$ cat src/rtl/deser_arbiter.sv
// deser_arbiter
// Round-robin arbiter sharing one serial-to-parallel deserializer among NREQ
// serial sources. A winning source owns the deserializer for exactly one byte
// (8 valid bits, MSB first). The arbiter then waits for the deserializer's
// ready flag, acknowledges it with a single-cycle pulse, and presents the byte
// tagged with its source index on a valid/ack port.
//
// Optional build macro: DESER_ARB_TIMEOUT_EN
//   When defined, a watchdog limits the time spent in WAIT_RDY and DRAIN to
//   TIMEOUT cycles per state visit. On expiry the sticky timeout_err flag is
//   set, the grant is dropped and the FSM returns to IDLE with no byte.
//   When undefined, timeout_err is tied low and the FSM waits indefinitely.
//
// The deserializer must share the reset net: a reset in the middle of a byte
// leaves no way for this block to resynchronise a partially filled shifter.
//
// state    | meaning
// ---------+---------------------------------------------------------------
// IDLE     | no grant; pick next requester round-robin from ptr
// SHIFT    | grant held; forward granted source's bits until 8 are written
// WAIT_RDY | wait for deser_data_ready, then capture byte and source index
// ACK      | deser_ack_in high for this single cycle
// DRAIN    | wait for deser_data_ready to fall, then release grant
// OUT      | byte_valid high; hold byte/source until byte_ack

module deser_arbiter #(
    parameter int NREQ    = 4,
    parameter int IDW     = 2,
    parameter int TIMEOUT = 64
) (
    input  logic            clk_100KHz,
    input  logic            reset,
    input  logic [NREQ-1:0] req,
    input  logic [NREQ-1:0] bit_in,
    input  logic [NREQ-1:0] bit_valid,
    output logic [NREQ-1:0] grant,
    output logic            deser_data_in,
    output logic            deser_write_in,
    output logic            deser_ack_in,
    input  logic            deser_data_ready,
    input  logic [7:0]      deser_data_out,
    output logic [7:0]      byte_out,
    output logic [IDW-1:0]  src_out,
    output logic            byte_valid,
    input  logic            byte_ack,
    output logic            timeout_err
);

    // Elaboration-time parameter sanity checks.
    if (NREQ < 2 || NREQ > 8) begin : g_bad_nreq
        $error("deser_arbiter: NREQ must be in 2..8");
    end
    if (IDW != $clog2(NREQ)) begin : g_bad_idw
        $error("deser_arbiter: IDW must equal clog2(NREQ)");
    end
    if (TIMEOUT < 1) begin : g_bad_timeout
        $error("deser_arbiter: TIMEOUT must be at least 1");
    end

    typedef enum logic [2:0] {
        S_IDLE     = 3'd0,
        S_SHIFT    = 3'd1,
        S_WAIT_RDY = 3'd2,
        S_ACK      = 3'd3,
        S_DRAIN    = 3'd4,
        S_OUT      = 3'd5
    } state_t;

    state_t          state;
    state_t          state_nxt;

    logic [IDW-1:0]  ptr;
    logic [IDW-1:0]  gidx;
    logic [2:0]      bit_cnt;

    logic            arb_found;
    logic [IDW-1:0]  arb_idx;

    logic            sel_valid;
    logic            sel_bit;

    logic            load_grant;
    logic            cnt_inc;
    logic            cap_byte;
    logic            set_valid;
    logic            clr_valid;
    logic            drop_grant;
    logic            tmo_fire;

    // Index arithmetic modulo NREQ; NREQ need not be a power of two.
    function automatic logic [IDW-1:0] wrap_idx(input int v);
        return IDW'(v % NREQ);
    endfunction

    // Round-robin search: first set request at or above ptr, wrapping round.
    always_comb begin
        arb_found = 1'b0;
        arb_idx   = '0;
        for (int i = 0; i < NREQ; i++) begin
            if (!arb_found && req[wrap_idx(int'(ptr) + i)]) begin
                arb_found = 1'b1;
                arb_idx   = wrap_idx(int'(ptr) + i);
            end
        end
    end

    // Mux the granted source's strobe and data using the one-hot grant.
    assign sel_valid     = |(bit_valid & grant);
    assign sel_bit       = |(bit_in & grant);
    assign deser_data_in = sel_bit;
    assign deser_ack_in  = (state == S_ACK);

    // State register.
    always_ff @(posedge clk_100KHz) begin
        if (reset) begin
            state <= S_IDLE;
        end else begin
            state <= state_nxt;
        end
    end

    // Next-state decode plus single-cycle datapath strobes.
    always_comb begin
        state_nxt      = state;
        load_grant     = 1'b0;
        cnt_inc        = 1'b0;
        cap_byte       = 1'b0;
        set_valid      = 1'b0;
        clr_valid      = 1'b0;
        drop_grant     = 1'b0;
        deser_write_in = 1'b0;
        case (state)
            S_IDLE: begin
                if (arb_found) begin
                    load_grant = 1'b1;
                    state_nxt  = S_SHIFT;
                end
            end
            S_SHIFT: begin
                deser_write_in = sel_valid;
                if (sel_valid) begin
                    cnt_inc = 1'b1;
                    if (bit_cnt == 3'd7) begin
                        state_nxt = S_WAIT_RDY;
                    end
                end
            end
            S_WAIT_RDY: begin
                if (deser_data_ready) begin
                    cap_byte  = 1'b1;
                    state_nxt = S_ACK;
                end else if (tmo_fire) begin
                    drop_grant = 1'b1;
                    state_nxt  = S_IDLE;
                end
            end
            S_ACK: begin
                // Always leave after one cycle; a held ack re-enters the
                // deserializer's send state.
                state_nxt = S_DRAIN;
            end
            S_DRAIN: begin
                if (!deser_data_ready) begin
                    set_valid = 1'b1;
                    state_nxt = S_OUT;
                end else if (tmo_fire) begin
                    drop_grant = 1'b1;
                    state_nxt  = S_IDLE;
                end
            end
            S_OUT: begin
                if (byte_ack) begin
                    clr_valid = 1'b1;
                    state_nxt = S_IDLE;
                end
            end
            default: begin
                state_nxt = S_IDLE;
            end
        endcase
    end

    // Grant, granted index and round-robin pointer.
    always_ff @(posedge clk_100KHz) begin
        if (reset) begin
            grant <= '0;
            gidx  <= '0;
            ptr   <= '0;
        end else if (load_grant) begin
            grant <= NREQ'(1) << arb_idx;
            gidx  <= arb_idx;
            ptr   <= wrap_idx(int'(arb_idx) + 1);
        end else if (set_valid || drop_grant) begin
            grant <= '0;
        end
    end

    // Valid-bit counter for the current byte.
    always_ff @(posedge clk_100KHz) begin
        if (reset) begin
            bit_cnt <= '0;
        end else if (load_grant) begin
            bit_cnt <= '0;
        end else if (cnt_inc) begin
            bit_cnt <= bit_cnt + 3'd1;
        end
    end

    // Output byte and source tag, captured while data_ready is high.
    always_ff @(posedge clk_100KHz) begin
        if (reset) begin
            byte_out <= '0;
            src_out  <= '0;
        end else if (cap_byte) begin
            byte_out <= deser_data_out;
            src_out  <= gidx;
        end
    end

    // Output valid flag, raised after DRAIN and cleared by byte_ack in OUT.
    always_ff @(posedge clk_100KHz) begin
        if (reset) begin
            byte_valid <= 1'b0;
        end else if (set_valid) begin
            byte_valid <= 1'b1;
        end else if (clr_valid) begin
            byte_valid <= 1'b0;
        end
    end

`ifdef DESER_ARB_TIMEOUT_EN
    localparam int TW = $clog2(TIMEOUT + 1);

    logic [TW-1:0] tmr;

    // Watchdog down-counter, reloaded on every state change.
    always_ff @(posedge clk_100KHz) begin
        if (reset) begin
            tmr <= TW'(TIMEOUT - 1);
        end else if (state_nxt != state) begin
            tmr <= TW'(TIMEOUT - 1);
        end else if (tmr != '0) begin
            tmr <= tmr - 1'b1;
        end
    end

    assign tmo_fire = ((state == S_WAIT_RDY) || (state == S_DRAIN)) && (tmr == '0);

    // Sticky watchdog flag, cleared only by reset.
    always_ff @(posedge clk_100KHz) begin
        if (reset) begin
            timeout_err <= 1'b0;
        end else if (tmo_fire) begin
            timeout_err <= 1'b1;
        end
    end
`else
    assign tmo_fire    = 1'b0;
    assign timeout_err = 1'b0;
`endif

endmodule

$ cat config.mk
export PLATFORM = sky130hd
export DESIGN_NAME = deser_arbiter
export DESIGN_NICKNAME = d
export VERILOG_FILES = /design/src/rtl/deser_arbiter.sv
export SDC_FILE = /design/constraint.sdc
export NUM_CORES = 1
export LEC_CHECK = 0
export CAP_MARGIN = 10
export CORE_MARGIN = 2
export CORE_UTILIZATION = 45
export CTS_CLUSTER_DIAMETER = 200
export DETAILED_ROUTE_END_ITERATION = 16
export GPL_TIMING_DRIVEN = 1
export PLACE_DENSITY = 0.76
export SYNTH_ARGS = -nofsm -noshare
export SYNTH_HDL_FRONTEND = slang
export SYNTH_SLANG_ARGS = --single-unit
export TNS_END_PERCENT = 10
$ cat constraint.sdc
create_clock -name clk_100KHz -period 1.95 [get_ports clk_100KHz]
set_input_delay 0.39 -clock clk_100KHz [delete_from_list [all_inputs] [get_ports clk_100KHz]]
set_output_delay 0.39 -clock clk_100KHz [all_outputs]
set_load 0.05 [all_outputs]
==> results_dict.tcl <==
set metrics [dict create \
    leakage_nw 0.8563 \
    fin_worst_skew_ps 8.046 \
    avgRoutedWirePerCell_um 13.41 \
    period_share_pct 97.21 \
    grt_overflow 0 \
    hold_viol 0 \
    initialDrtViolationCount 26 \
    peakVddDrop_uv 572.0 \
    pwr-share-clk_pct 17.5 \
    seq_area_frac_synth_pct 39.45 \
    n_antenna_cell 0 \
    cp.arrival_ps 2130 \
    syn_nets 170 \
    core-area_mm2 0.002710 \
    rows 19 \
    initial_core_util_pct 46.81 \
    vias_per_cell 5.352 \
    grt_pass1_wl_mm 5.195 \
    numPortBuffers 41 \
    worstPathRequired_ps 2190 \
    fin_setup_tns_ps 0 \
    tightest_slew_ps 514.4 \
    ios 43 \
    synth_cell_types 43 \
    power_frac_seq_pct 42.0 \
    cts-root-buf "clkbuf_4" \
    grt-busiest-layer "met2" \
    drcViolationCount 0 \
    synthCells 140 \
    clk_latency_ps 330 \
    met1_usage_pct 21.95 \
    setup-violations-final 0 \
    grt_setup_unrepaired "no" \
    grt.total_usage_pct 19.81 \
    cts-htree-levels 1 \
    die_area_mm2 0.003260 \
    cts_tree "built" \
    firstDrtPassIters 5 \
    p_per_area_mw_per_mm2 739.1 \
    areaGrowthSynthToFinish_pct 50.39 \
    crit_type "input pin to flip-flop" \
    p_sw_share_pct 34.83 \
    syn_avg_cell_area_um2 9.062 \
    vias 1231 \
    mostFrequentLayoutCell "clkdlybuf4s50_1" \
    critPathMaxFanout 5 \
    post_cts_buffers 0 \
    ys_async_sr_fraction_pct 0 \
    hp-class "flip-flop to flip-flop" \
    hpwl_mm 2.376 \
    cp-start-kind "input pin" \
    dieWidth_um 57.10 \
    max_freq_mhz 527.5 \
    cts_resized 2 \
    period_needed_ps 1896 \
    p_int_w 0.0009191 \
    wl_mm 3.084 \
    grt_antenna_before_repair 0 \
    p_comb_share_pct 40.5 \
    hold_buffers 0 \
    place_congestion 0.7882 \
    worstSetupEndpointType "flip-flop" \
    grt_max_degree 16 \
    max-slew-margin-rel_pct 65.65 \
    use_met2_pct 37.60 \
    cap_violations 0 \
    drive_gt1_share_pct 21.11 \
    cts_inserted_buffers 3 \
    status "complete, no violations" \
    final_util_pct 70.41 \
    ys.warnings.count 0 \
    clk_pin_slew_ps 150 \
    ant_nets 0 \
    synth-edff-count 0 \
    grt_use_met3_pct 4.082 \
    clk_path_buf_depth 2 \
    slew_viol_final 0 \
    ys_ff_latch 25 \
    die_height_um 57.10 \
    cts.sinks 25 \
    p_switching_w 0.0004912 \
    syn_area_mm2 0.001269 \
    grt_pass1_vias 1247 \
    ys.flop_type "dfxtp_1" \
    nNetsFinal 230 \
    final_cell_mix "clkdlybuf4s50_1 (30), nand2_1 (27), dfxtp_1 (24)" \
]
critical path, stage by stage:
cell and delay [ps]:
clkdlybuf4s50_1 490, a221o_2 430, a32oi_2 200, and2_2 200, ha_1 230, a22o_1 190
registers in the layout (all words and copies together), names as in the netlist:
| name | flops |
|---|---|
| state | 3 |
| grant | 4 |
| src_out | 2 |
| ptr | 2 |
| byte_valid | 1 |
| gidx | 2 |
| byte_out | 8 |
| bit_cnt | 3 |
power groups by stage:
stage	sequential [W]	combinational [W]	clock (W)
finish	0.000593	0.000571	0.000246
global route	0.000602	0.000618	0.000270
CTS	0.000595	0.000575	0.000254
detailed placement	0.000604	0.000567	0
global placement	0.000603	0.000551	0
floorplan	0.000655	0.000269	0
synthesized netlist by cell type (2+ instances only):
| cell type | n | area share (%) |
|---|---|---|
| nor2b_1 | 2 | 0.99 |
| clkbuf_8 | 2 | 2.2 |
| nor2_1 | 9 | 2.7 |
| a21oi_1 | 14 | 5.5 |
| and2b_1 | 2 | 1.2 |
| a22o_1 | 6 | 4.1 |
| mux2i_1 | 3 | 2.4 |
| inv_1 | 5 | 1.5 |
| nand2b_1 | 2 | 0.99 |
| a22oi_1 | 4 | 2.4 |
| nand2_1 | 27 | 8.0 |
| a211oi_1 | 2 | 1.2 |
| o2bb2ai_1 | 2 | 1.4 |
| dfxtp_1 | 25 | 39 |
| ha_1 | 6 | 5.9 |
| a221o_2 | 2 | 1.8 |
cell families after synthesis:
logic type | count (synthesis) | share of synthesized area [%]
and+or+nand+nor | 52 | 21.60
AOI/OAI and AO/OA | 39 | 22.68
DFF | 25 | 39.45
buffers and inverters | 12 | 6.114
adders and majority gates | 6 | 5.917
muxes | 4 | 3.254
other | 1 | 0.2956
xor gates and xnor gates | 1 | 0.6905
final cells by class:
cell class / instances / area (um^2)
Fill cell: 221 / 802.0
Timing Repair Buffer: 62 / 618.1
Clock inverter: 1 / 7.507
Sequential cell: 25 / 504.2
Inverter: 5 / 18.77
Multi-Input combinational cell: 103 / 698.2
Tap cell: 31 / 38.79
Clock buffer: 3 / 22.52
path summary, 6_finish.rpt:
path,cells past startpoint,slack [ps],endpoint,start
setup / recovery,6,50,ptr[1]$_SDFFE_PP0P_,req[2]
hold / removal,2,460,byte_out[4]$_SDFFE_PP0P_,byte_out[4]$_SDFFE_PP0P_
setup reg to reg,6,150,ptr[1]$_SDFFE_PP0P_,ptr[0]$_SDFFE_PP0P_
hold reg to reg,2,460,byte_out[4]$_SDFFE_PP0P_,byte_out[4]$_SDFFE_PP0P_
layer usage:
layer	up-vias	wire [um]
li1	615	-
met1	574	1260
met2	37	1610
met3	5	169
met4	0	44
met5	-	0
stage by stage:
stage	power [W]	hold WS (ps)	std cells	worst slack [ps]	area, um^2
after floorplan	0.0009242	432.2	140	218.2	1269
after global placement	0.001154	437.3	226	-274.2	1847
after detailed placement	0.001171	444.0	226	-377.5	1847
after CTS	0.001423	463.4	230	0.8785	1886
after global routing	0.001490	484.1	230	5.631	1908
final	0.001410	464.2	230	54.41	1908
Note: power is estimated with default switching activity, not from simulation.
